`src/rtl/matriz_loader.sv`:
```
// Streams two SIZE x SIZE signed 8-bit matrices (A then B) into flattened buses and holds them until released.
// Optional MATRIZ_LOADER_TRANSPOSE_B_EN: the B stream is taken column-major and stored transposed.
module matriz_loader #(
  parameter int SIZE = 5
) (
  input  logic                      clock,
  input  logic                      reset_n,
  input  logic signed [7:0]         in_data,
  input  logic                      in_valid,
  output logic                      in_ready,
  output logic [8*SIZE*SIZE-1:0]    matriz_a,
  output logic [8*SIZE*SIZE-1:0]    matriz_b,
  output logic                      mats_valid,
  output logic                      load_done,
  // 'release' is a reserved word, so the consumer handshake is named release_mats
  input  logic                      release_mats
);

  localparam int NELEM = SIZE * SIZE;
  localparam int KW    = (NELEM > 1) ? $clog2(NELEM) : 1;
  localparam int RW    = (SIZE > 1) ? $clog2(SIZE) : 1;
  localparam logic [KW-1:0] K_LAST  = KW'(NELEM - 1);
  localparam logic [RW-1:0] RC_LAST = RW'(SIZE - 1);

  typedef enum logic [1:0] {
    LOAD_A = 2'd0,
    LOAD_B = 2'd1,
    HOLD   = 2'd2
  } state_t;

  state_t          state_reg, state_next;
  logic [KW-1:0]   k_reg, k_next;
  logic [RW-1:0]   row_reg, row_next;
  logic [RW-1:0]   col_reg, col_next;
  logic            done_reg, done_next;
  logic            xfer;
  logic            last;
  logic            wr_a, wr_b;
  logic [KW-1:0]   a_idx, b_idx;

  logic signed [7:0] a_reg [NELEM];
  logic signed [7:0] b_reg [NELEM];

  assign xfer = in_valid && in_ready;
  assign last = (k_reg == K_LAST);

  // ---------------- FSM: state register ----------------
  always_ff @(posedge clock or negedge reset_n) begin
    if (!reset_n) begin
      state_reg <= LOAD_A;
    end else begin
      state_reg <= state_next;
    end
  end

  // ---------------- FSM: next state ----------------
  always_comb begin
    state_next = state_reg;
    case (state_reg)
      LOAD_A:  if (xfer && last) state_next = LOAD_B;
      LOAD_B:  if (xfer && last) state_next = HOLD;
      HOLD:    if (release_mats) state_next = LOAD_A;
      default: state_next = LOAD_A;
    endcase
  end

  // ---------------- FSM: outputs ----------------
  always_comb begin
    in_ready   = (state_reg != HOLD);
    mats_valid = (state_reg == HOLD);
    wr_a       = xfer && (state_reg == LOAD_A);
    wr_b       = xfer && (state_reg == LOAD_B);
    load_done  = done_reg;
  end

  // Element counter kept both linear (k) and as row/col so no divider is needed
  always_comb begin
    k_next   = k_reg;
    row_next = row_reg;
    col_next = col_reg;
    if (xfer) begin
      if (last) begin
        k_next   = '0;
        row_next = '0;
        col_next = '0;
      end else begin
        k_next = k_reg + KW'(1);
        if (col_reg == RC_LAST) begin
          col_next = '0;
          row_next = row_reg + RW'(1);
        end else begin
          col_next = col_reg + RW'(1);
        end
      end
    end
  end

  always_ff @(posedge clock or negedge reset_n) begin
    if (!reset_n) begin
      k_reg   <= '0;
      row_reg <= '0;
      col_reg <= '0;
    end else begin
      k_reg   <= k_next;
      row_reg <= row_next;
      col_reg <= col_next;
    end
  end

  // The completion pulse is registered so it coincides with the first HOLD cycle
  assign done_next = wr_b && last;

  always_ff @(posedge clock or negedge reset_n) begin
    if (!reset_n) begin
      done_reg <= 1'b0;
    end else begin
      done_reg <= done_next;
    end
  end

  assign a_idx = KW'(row_reg) * KW'(SIZE) + KW'(col_reg);

`ifdef MATRIZ_LOADER_TRANSPOSE_B_EN
  assign b_idx = KW'(col_reg) * KW'(SIZE) + KW'(row_reg);
`else
  assign b_idx = k_reg;
`endif

  // Per-element storage; every element has its own reset so it cannot map to RAM
  generate
    for (genvar gi = 0; gi < NELEM; gi++) begin : g_elem
      always_ff @(posedge clock or negedge reset_n) begin
        if (!reset_n) begin
          a_reg[gi] <= '0;
        end else if (wr_a && (a_idx == KW'(gi))) begin
          a_reg[gi] <= in_data;
        end
      end

      always_ff @(posedge clock or negedge reset_n) begin
        if (!reset_n) begin
          b_reg[gi] <= '0;
        end else if (wr_b && (b_idx == KW'(gi))) begin
          b_reg[gi] <= in_data;
        end
      end

      assign matriz_a[8*gi +: 8] = a_reg[gi];
      assign matriz_b[8*gi +: 8] = b_reg[gi];
    end
  endgenerate

endmodule
```
`config.mk`:
```
export PLATFORM = sky130hd
export DESIGN_NAME = matriz_loader
export DESIGN_NICKNAME = d
export VERILOG_FILES = /design/src/rtl/matriz_loader.sv
export SDC_FILE = /design/constraint.sdc
export NUM_CORES = 1
export LEC_CHECK = 0
export CAP_MARGIN = 5
export CORE_MARGIN = 8
export CORE_UTILIZATION = 40
export CTS_BUF_LIST = sky130_fd_sc_hd__clkbuf_4 sky130_fd_sc_hd__clkbuf_8
export DETAILED_ROUTE_END_ITERATION = 10
export GPL_ROUTABILITY_DRIVEN = 0
export GPL_TIMING_DRIVEN = 0
export PLACE_DENSITY = 0.77
export SYNTH_ARGS = -nofsm -noshare
export SYNTH_HDL_FRONTEND = slang
export SYNTH_SLANG_ARGS = --single-unit
export TNS_END_PERCENT = 10
```
`constraint.sdc`:
```
create_clock -name clock -period 5.66 [get_ports clock]
set_clock_uncertainty 0.15 [all_clocks]
set_input_delay 1.132 -clock clock [delete_from_list [all_inputs] [get_ports clock]]
set_output_delay 1.132 -clock clock [all_outputs]
set_load 0.01 [all_outputs]
```
Word level (Yosys, flattened, before mapping)

Index checks and enable logic that the tools add are counted.

Bits in registers: 414
Bits of input ports: 12
Output and inout bits: 403

$add $sub $neg: 4
Multiply operators: 1
Eq/ne operators: 55
Multiplexer cells: 9
Reductions and logical operators: 60

Operators by type and width:

| kind                                                                     | count |
|---|---|
| 5-bit equality test (second input constant)                              | 18 |
| 5-bit by 4-bit equality test with 1-bit output (second input constant)   | 16 |
| 1-bit logical AND                                                        | 54 |
| 5-bit by 3-bit equality test with 1-bit output (second input constant)   | 8 |
| 5-bit by 2-bit equality test with 1-bit output (second input constant)   | 4 |
| 3-bit 2-to-1 mux                                                         | 4 |
| 5-bit by 1-bit equality test with 1-bit output (second input constant)   | 2 |
| 5-bit logical NOT                                                        | 2 |
| 3-bit by 1-bit adder with 3-bit output (second input constant)           | 2 |
| 2-bit 2-to-1 mux                                                         | 3 |
| 2-bit inequality test (second input constant)                            | 3 |
| 2-bit case mux with 3 select lines                                       | 1 |
| 5-bit by 1-bit adder with 5-bit output (second input constant)           | 1 |
| 5-bit by 3-bit adder with 5-bit output                                   | 1 |
| 3-bit by 3-bit multiplier with 5-bit output (second input constant)      | 1 |
| 5-bit 2-to-1 mux                                                         | 1 |
| 3-bit equality test (second input constant)                              | 1 |
| 3-bit AND reduction                                                      | 1 |
| 2-bit by 1-bit equality test with 1-bit output (second input constant)   | 1 |
| 2-bit equality test (second input constant)                              | 1 |
| 2-bit logical NOT                                                        | 1 |
| 2-bit by 1-bit inequality test with 1-bit output (second input constant) | 1 |
| 2-bit AND reduction                                                      | 1 |
| 2-bit nonzero test                                                       | 1 |

Logic depth before layout (Yosys ltp)

Gate-level depths: netlist of the first run.

Depth after elaboration: 5
Mapped depth: 10
Mapped depth without buffers: 7

Least setup slack after synthesis of the first run

Ideal clock, no wire load.

Path kind: register to register
Start: register row_reg[0]
End: register a_reg, in the netlist matriz_a[168]
Setup time: 0.125 ns
Arrival: 2.953 ns
Required time: 5.385 ns
Path slack: 2.432 ns
Stages on the path, launching flop included: 10
Period minus slack after synthesis: 3.228 ns
Cell sequence: dfrtp_1 ha_1 ha_1 fa_1 inv_1 or2_2 buf_4 or4_1 buf_4 mux2_4

Cells in the longest elaborated chain, start to end: 4

RTL lines:

| what                                        | RTL line | text |
|---|---|---|
| start: declaration                          | 33       | `logic [RW-1:0] row_reg, row_next;` |
| start signal: assignment                    | 105      | `row_reg <= row_next;` |
| 3-bit by 3-bit multiplier with 5-bit output | 121      | `assign a_idx = KW'(row_reg) * KW'(SIZE) + KW'(col_reg);` |
| 5-bit by 3-bit adder with 5-bit output      | 121      |  |
| 5-bit equality test                         | 135      | `end else if (wr_a && (a_idx == KW'(gi))) begin` |
| 1-bit logical AND                           | 135      |  |
| end signal: indexed assignment              | 136      | `a_reg[gi] <= in_data;` |
| end: declaration                            | 41       | `logic signed [7:0] a_reg [NELEM];` |

Every way passes these cells.
A chain may end at the register's enable or synchronous reset.

Final worst setup path of the first run

Start: register row_reg[2]
End: register a_reg, in the netlist matriz_a[120]

Cells in the longest elaborated chain, start to end: 4

RTL lines:

| what                                           | RTL line |
|---|---|
| 3-bit by 3-bit multiplier with 5-bit output    | 121 |
| 5-bit by 3-bit adder with 5-bit output         | 121 |
| 5-bit by 4-bit equality test with 1-bit output | 135 |
| 1-bit logical AND                              | 135 |

Every way passes these cells.

==> metrics.md, run 1 <==
| Metric | Value |
|---|---|
| Inserted Clock Buffers | `71` |
| Die area | `a little under 50000 um2` |
| Cell count after synthesis | `1033` |
| Clock root buffer | `clkbuf_8` |
| Worst Reg-to-Reg Cells | `8` |
| Drt wl/cell | `23.8 um` |
| Final min period | `3.58 ns` |
| Routed wire length | `about 50 mm` |
| Hold WC Path Type | `reg2reg` |
| Worst path arrival time | `approximately 3.9 ns` |
| Number of remaining DRC errors | `0` |
| Min-Delay Startpoint | `matriz_b[86]` |
| Slew margin rel. | `0.398` |
| Initial antenna violation count | `0` |
| Critical path fanouts, max | `8` |
| Core Region | `40800 um2` |
| Crit start category | `flip-flop` |
| Worst path slowest cell | `or4_1` |
| IO Count | `between 400 and 500` |
| Placed Area | `21400 um2` |
| Setup slack at placement | `~2.1 ns` |
| Cell Area, Synth | `16600 um2` |
| Worst Hold Path EP | `matriz_b[86]` |
| Fin crit share | `0.633` |
| Clock Latency Late Sink | `0.62 ns` |
| Yosys warning total | `0` |
| LEAKAGE | `10.6 nW` |
| Max Slew Vio Count | `0` |
| Largest net degree at the start of global routing | `120` |
| Final hold viol count | `0` |
| Total GRT Usage | `0.204` |
| Layout cells sized above 1 | `0.366` |
| First-pass GRT wire length | `73.9 mm` |
| TritonCTS clock tree | `built` |
| Flop-to-flop setup slack | `2.08 ns` |
| Least-Margin Pin Slew | `between 0.8 and 0.9 ns` |
| CP Buf/Inv Count | `1` |
| Row count | `74` |
| Reg2reg start | `row_reg[2]` |
| CTS resizes | `0` |
| Most frequent cells in the layout | `dfrtp_1, clkdlybuf4s50_1, mux2_2` |
| Top FF cell, synth | `dfrtp_1` |
| Vias in the first global route | `11500` |
| Max Cap Violations | `0` |
| WS Path Type | `reg2reg` |
| Yosys top cell by area | `dfrtp_1` |
| NumNets Final | `1543` |
| Power per cell area | `between 500 and 600 nW/um2` |
| Global route overflow | `0` |
| Initial cell density of the core | `0.405` |
| Hold Path Stages | `1` |
| Final setup viols | `0` |
| Area Overhead vs Synth | `38.1%` |
| Placed Instances | `1973` |
| Post-cts hold buffer count | `0` |
| Non-Filler Instances | `2096` |
| Top cell type's share of synthesized area | `0.626` |
| RSZ-0062 raised after global routing | `false` |
| Commonest non-fill, non-tap cell in the layout | `dfrtp_1` |
| Ranking of synthesized cells by area | `dfrtp_1, mux2_2, mux2_4, nor4_4, ha_1` |
| Switching pwr | `0.00375 W` |
| Reg2Reg Capture Point | `matriz_a[120]` |
| Drt pass-1 iters | `4` |
| Final HPWL DP | `35.9 mm` |
| Post-CTS setup buffers | `0` |
| Worst path most repeated cell | `ha_1` |
| Seq cells post-synth | `414` |
| Sequential fraction of the synthesis area | `0.626` |
| Clk slew on worst S/H paths | `approximately 0.06 ns` |
| Crit-path max cell delay | `~0.55 ns` |
| Clock sinks | `414` |
| Fin worst setup slack | `around 2.1 ns` |
| Syn_area_per_cell | `16.0 um2` |
| Clock share of power | `0.234` |
| Total power | `~0.012 W` |
| CP top delay family | `adder cells` |
| Sw Share | `0.313` |
| Combinational share of power | `0.389` |
| Internal power | `roughly 0.008 W` |
| Routed Antenna Nets | `0` |
| Net Count, Synth | `1062` |
| Die Y | `219 um` |
| Register share of total power | `0.377` |
| Outcome | `finished clean` |
| PortBufs | `405` |
| CP Capture Type | `flip-flop` |
| Initial DRC count | `between 400 and 500` |
| Vias/cell | `roughly 5` |
| Die width | `219 um` |
| H-tree levels | `3` |
| CP cell instances | `ha_1 > ha_1 > fa_1 > xor2_1 > nand2_1 > or4_1 > clkbuf_1 > mux2_2` |
| F_max | `279 MHz` |
| Synth cell types | `44` |
| Post-route cell area | `22900 um2` |
| Worst-case clock buffer depth | `3` |
| Max VDD drop | `approximately 0.00031 V` |
| Worst EP required | `between 6 and 7 ns` |
| Vias | `10500` |
| Async SR Flop Fraction | `1.00` |
| Number of synthesized flops with an enable pin | `0` |
synth_stat cells, types with 3 or more instances:
master	count
or4_1	9
and2_1	6
nand2b_1	5
buf_6	7
clkbuf_1	53
mux2_2	366
ha_1	16
nand3_1	5
nand4_1	3
and3_1	5
nand2_1	29
mux2_4	34
buf_4	5
inv_1	7
nor4_4	14
xor2_1	3
dfrtp_1	414
o21ai_0	8
buf_2	7
a21oi_1	4
metal layers:
metal  global-route usage  up-vias  wire (um)
li1                     -     4631          -
met1                0.247     5458      20100
met2                0.329      327      23600
met3               0.0869       74       5010
met4               0.0612        0       1240
met5                    0        -          0
metrics by stage:
| stage | util | hold WS (ns) | setup TNS [ns] |
|---|---|---|---|
| after floorplan | - | 0.321 | 0 |
| after global placement | 0.521 | 0.337 | -5915.82 |
| after detailed placement | 0.523 | 0.341 | 0 |
| after CTS | 0.560 | 0.355 | 0 |
| after global routing | 0.560 | 0.363 | 0 |
| final | 0.560 | 0.352 | 0 |
worst register-to-register path, cell delays in order, from the launching register on:
cell and delay (ns):
dfrtp_1 0.45, ha_1 0.30, ha_1 0.32, fa_1 0.44, xor2_1 0.27, nand2_1 0.23
or4_1 0.55, clkbuf_1 0.37, mux2_2 0.38
cell type report:
cell class / count / area (um2)
clock buffers: 113 / 1420
fillers: 3230 / 18000
well taps: 532 / 666
repair buffers: 408 / 4140
multi-input cells: 538 / 5810
clock inverters: 9 / 72.6
inverters: 7 / 26.3
flip-flops and latches: 414 / 10400
diodes: 1 / 2.50
plain buffers: 74 / 358
how the worst max path moves through the flow:
stage / depth (start not counted) / slack (ns) / to / startpoint
2_1_floorplan: 9 / 2.43 / matriz_a[168] / row_reg[0]
3_3_place_gp: 1 / -14.36 / matriz_b[29] / reset_n
3_5_place_dp: 7 / 2.13 / matriz_a[80] / row_reg[2]
4_1_cts: 7 / 2.10 / matriz_a[81] / row_reg[2]
5_1_grt: 8 / 1.93 / matriz_a[122] / row_reg[2]
6_report: 8 / 2.08 / matriz_a[120] / row_reg[2]
power groups by stage:
stage	sequential [W]	combinational (W)	clock (W)
after floorplan	0.00491	0.00174	0
after global placement	0.00451	0.00462	0
after detailed placement	0.00455	0.00471	0
after CTS	0.00451	0.00473	0.00287
after global routing	0.00463	0.00496	0.00301
final	0.00451	0.00466	0.00280
cells by family after synthesis:
| family | count (synthesis) | synth area share |
|---|---|---|
| simple gates | 96 | 0.0480 |
| fa+ha+maj | 17 | 0.0133 |
| compound gates | 21 | 0.00786 |
| mux | 400 | 0.280 |
| xor+xnor | 4 | 0.00212 |
| buf+inv | 81 | 0.0232 |
| flops | 414 | 0.626 |
Power figures use the tool's default switching activity.
==> run 2: changes to the inputs <==
==> constraint.sdc (replaced) <==
create_clock -name clock -period 3.6 [get_ports clock]
set_clock_uncertainty 0.15 [all_clocks]
set_input_delay 0.72 -clock clock [delete_from_list [all_inputs] [get_ports clock]]
set_output_delay 0.72 -clock clock [all_outputs]
set_load 0.01 [all_outputs]
==> metrics.md, run 2 (synthesis gave the netlist of run 1 again) <==
| Metric | Value |
|---|---|
| Outcome | `finished clean` |
| Crit start category | `flip-flop` |
| CP endpoint | `matriz_a[84]` |
| Die area | `48200 um2` |
| Worst setup startpoint | `row_reg[2]` |
| F_max | `286 MHz` |
| Drt pass-1 iters | `4` |
| Placed Area | `~21000 um2` |
| Clock sinks | `414` |
| Worst path most repeated cell | `ha_1` |
| CP cell instances | `ha_1 > ha_1 > ha_1 > nand3_2 > and3_1 > buf_2 > buf_6 > nor4_4 > mux2_2` |
| H-tree levels | `3` |
| Fin crit share | `0.971` |
| WS Path Type | `reg2reg` |
| Vias | `roughly 11000` |
| LEAKAGE | `about 11 nW` |
| Commonest non-fill, non-tap cell in the layout | `dfrtp_1` |
| Max VDD drop | `around 0.00049 V` |
| Switching pwr | `0.00590 W` |
| Combinational share of power | `0.390` |
| RSZ-0062 raised after global routing | `true` |
| Worst EP required | `3.94 ns` |
| Routed Antenna Nets | `0` |
| CP Buf/Inv Count | `2` |
| PortBufs | `around 400` |
| NumNets Final | `1544` |
| Total GRT Usage | `0.204` |
| Worst path arrival time | `3.83 ns` |
| Clock share of power | `0.234` |
| Area Overhead vs Synth | `38.2%` |
| Post-route cell area | `22900 um2` |
| Crit-path max cell delay | `0.81 ns` |
| Non-Filler Instances | `2097` |
| Worst path slowest cell | `nor4_4` |
| Flop-to-flop setup slack | `approximately 0.11 ns` |
| Row count | `74` |
| Slew margin rel. | `0.400` |
| Placed Instances | `1973` |
| Global route overflow | `0` |
| Final setup viols | `0` |
| CP Capture Type | `flip-flop` |
| Initial antenna violation count | `0` |
| Reg2reg start | `row_reg[2]` |
| Final HPWL DP | `35.9 mm` |
| Die width | `around 220 um` |
| Max Cap Violations | `0` |
| Most frequent cells in the layout | `dfrtp_1, clkdlybuf4s50_1, mux2_2` |
| Max Slew Vio Count | `0` |
| Total power | `0.0188 W` |
| Vias/cell | `about 5.0` |
| Die Y | `219 um` |
| First-pass GRT wire length | `73.9 mm` |
| Vias in the first global route | `11500` |
| Least-Margin Pin Slew | `between 0.8 and 0.9 ns` |
| Hold WC Path Type | `in2reg` |
| Number of remaining DRC errors | `0` |
| Clk slew on worst S/H paths | `roughly 0.060 ns` |
| Worst path depth | `9` |
| Critical path fanouts, max | `10` |
| IO Count | `415` |
| Power per cell area | `822 nW/um2` |
| Initial cell density of the core | `0.405` |
| Final min period | `roughly 3.5 ns` |
| Sw Share | `0.314` |
| Inserted Clock Buffers | `71` |
| TritonCTS clock tree | `built` |
| Core Region | `roughly 41000 um2` |
| Register share of total power | `0.377` |
| CP top delay family | `simple AND/OR/NAND/NOR gates` |
| Drt wl/cell | `23.8 um` |
| Final hold viol count | `0` |
| Worst Reg-to-Reg Cells | `9` |
| Worst-case clock buffer depth | `3` |
| Clock Latency Late Sink | `0.62 ns` |
| Layout cells sized above 1 | `0.368` |
| Largest net degree at the start of global routing | `120` |
| Internal power | `0.0129 W` |
| Clock root buffer | `clkbuf_8` |
| Initial DRC count | `about 450` |
| Routed wire length | `49.9 mm` |
| Reg2Reg Capture Point | `matriz_a[84]` |
## run 2: cell types whose count changed in the layout (fill, tap and decap cells not counted)
cell	delta
buf_12	+1
clkbuf_1	-1
dfrtp_1	-1
dfrtp_2	+1
dlygate4sd3_1	+1
or4_1	-1
or4_4	+1
## run 2: tightest hold or removal path: stages
cell,delay (ns)
buf_4,0.14
nand2_1,0.07
xor2_1,0.06
nor2_1,0.09
## run 2: cell type report
| cell class | count | area [um2] |
|---|---|---|
| Antenna cell | 1 | 2.50 |
| Buffer | 73 | 354 |
| Clock buffer | 113 | 1420 |
| Clock inverter | 9 | 72.6 |
| Fill cell | 3231 | 17900 |
| Inverter | 7 | 26.3 |
| Multi-Input combinational cell | 538 | 5820 |
| Sequential cell | 414 | 10400 |
| Tap cell | 532 | 666 |
| Timing Repair Buffer | 410 | 4170 |
## run 2: worst min-delay path by stage
stage	cells past startpoint	to	slack [ns]	start
after floorplan	0	b_idx[0]	0.27	reset_n
after global placement	1	matriz_b[36]	0.34	matriz_b[36]
after detailed placement	1	matriz_a[27]	0.34	matriz_a[27]
after CTS	4	state_reg[0]	0.30	in_valid
after global routing	4	state_reg[0]	0.36	in_valid
final	4	state_reg[0]	0.35	in_valid
## run 2: per-stage QoR
step / setup TNS (ns) / hold WS (ns) / utilization / worst slack [ns]
after floorplan: 0 / 0.274 / - / 0.372
after global placement: -6598.10 / 0.337 / 0.521 / -16.01
after detailed placement: 0 / 0.341 / 0.523 / 0.0750
after CTS: 0 / 0.299 / 0.560 / 0.0368
after global routing: -0.0609 / 0.363 / 0.560 / -0.0206
final: 0 / 0.347 / 0.561 / 0.106
## run 2: timing repair
item | 4_1_cts | 5_1_grt
setup endpoints to repair | 0 | 40
gates resized for setup | 0 | 2
hold buffers | 1 | 0
hold endpoints to repair | 14 | 0
setup buffers | 0 | 1
## run 2: routing by layer
layer,global-route usage,vias up,part of all wire
li1,-,4625,-
met1,0.247,5485,0.40
met2,0.329,335,0.47
met3,0.0869,75,0.099
met4,0.0612,0,0.025
met5,0,-,0
## run 2: power by group through the flow
stage / Combinational [W] / Sequential (W) / Clock, W
after floorplan: 0.00274 / 0.00773 / 0
after global placement: 0.00726 / 0.00710 / 0
after detailed placement: 0.00740 / 0.00715 / 0
after CTS: 0.00744 / 0.00709 / 0.00451
after global routing: 0.00781 / 0.00728 / 0.00473
final: 0.00733 / 0.00709 / 0.00440
==> run 3: changes to the inputs <==
--- a/config.mk
+++ b/config.mk
@@ -5,7 +5,7 @@
 export SDC_FILE = /design/constraint.sdc
 export NUM_CORES = 1
 export LEC_CHECK = 0
-export CAP_MARGIN = 5
+export CAP_MARGIN = 20
 export CORE_MARGIN = 8
 export CORE_UTILIZATION = 40
 export CTS_BUF_LIST = sky130_fd_sc_hd__clkbuf_4 sky130_fd_sc_hd__clkbuf_8
==> results of run 3 <==
Final layout, timing and power as in run 2 (identical DEF).
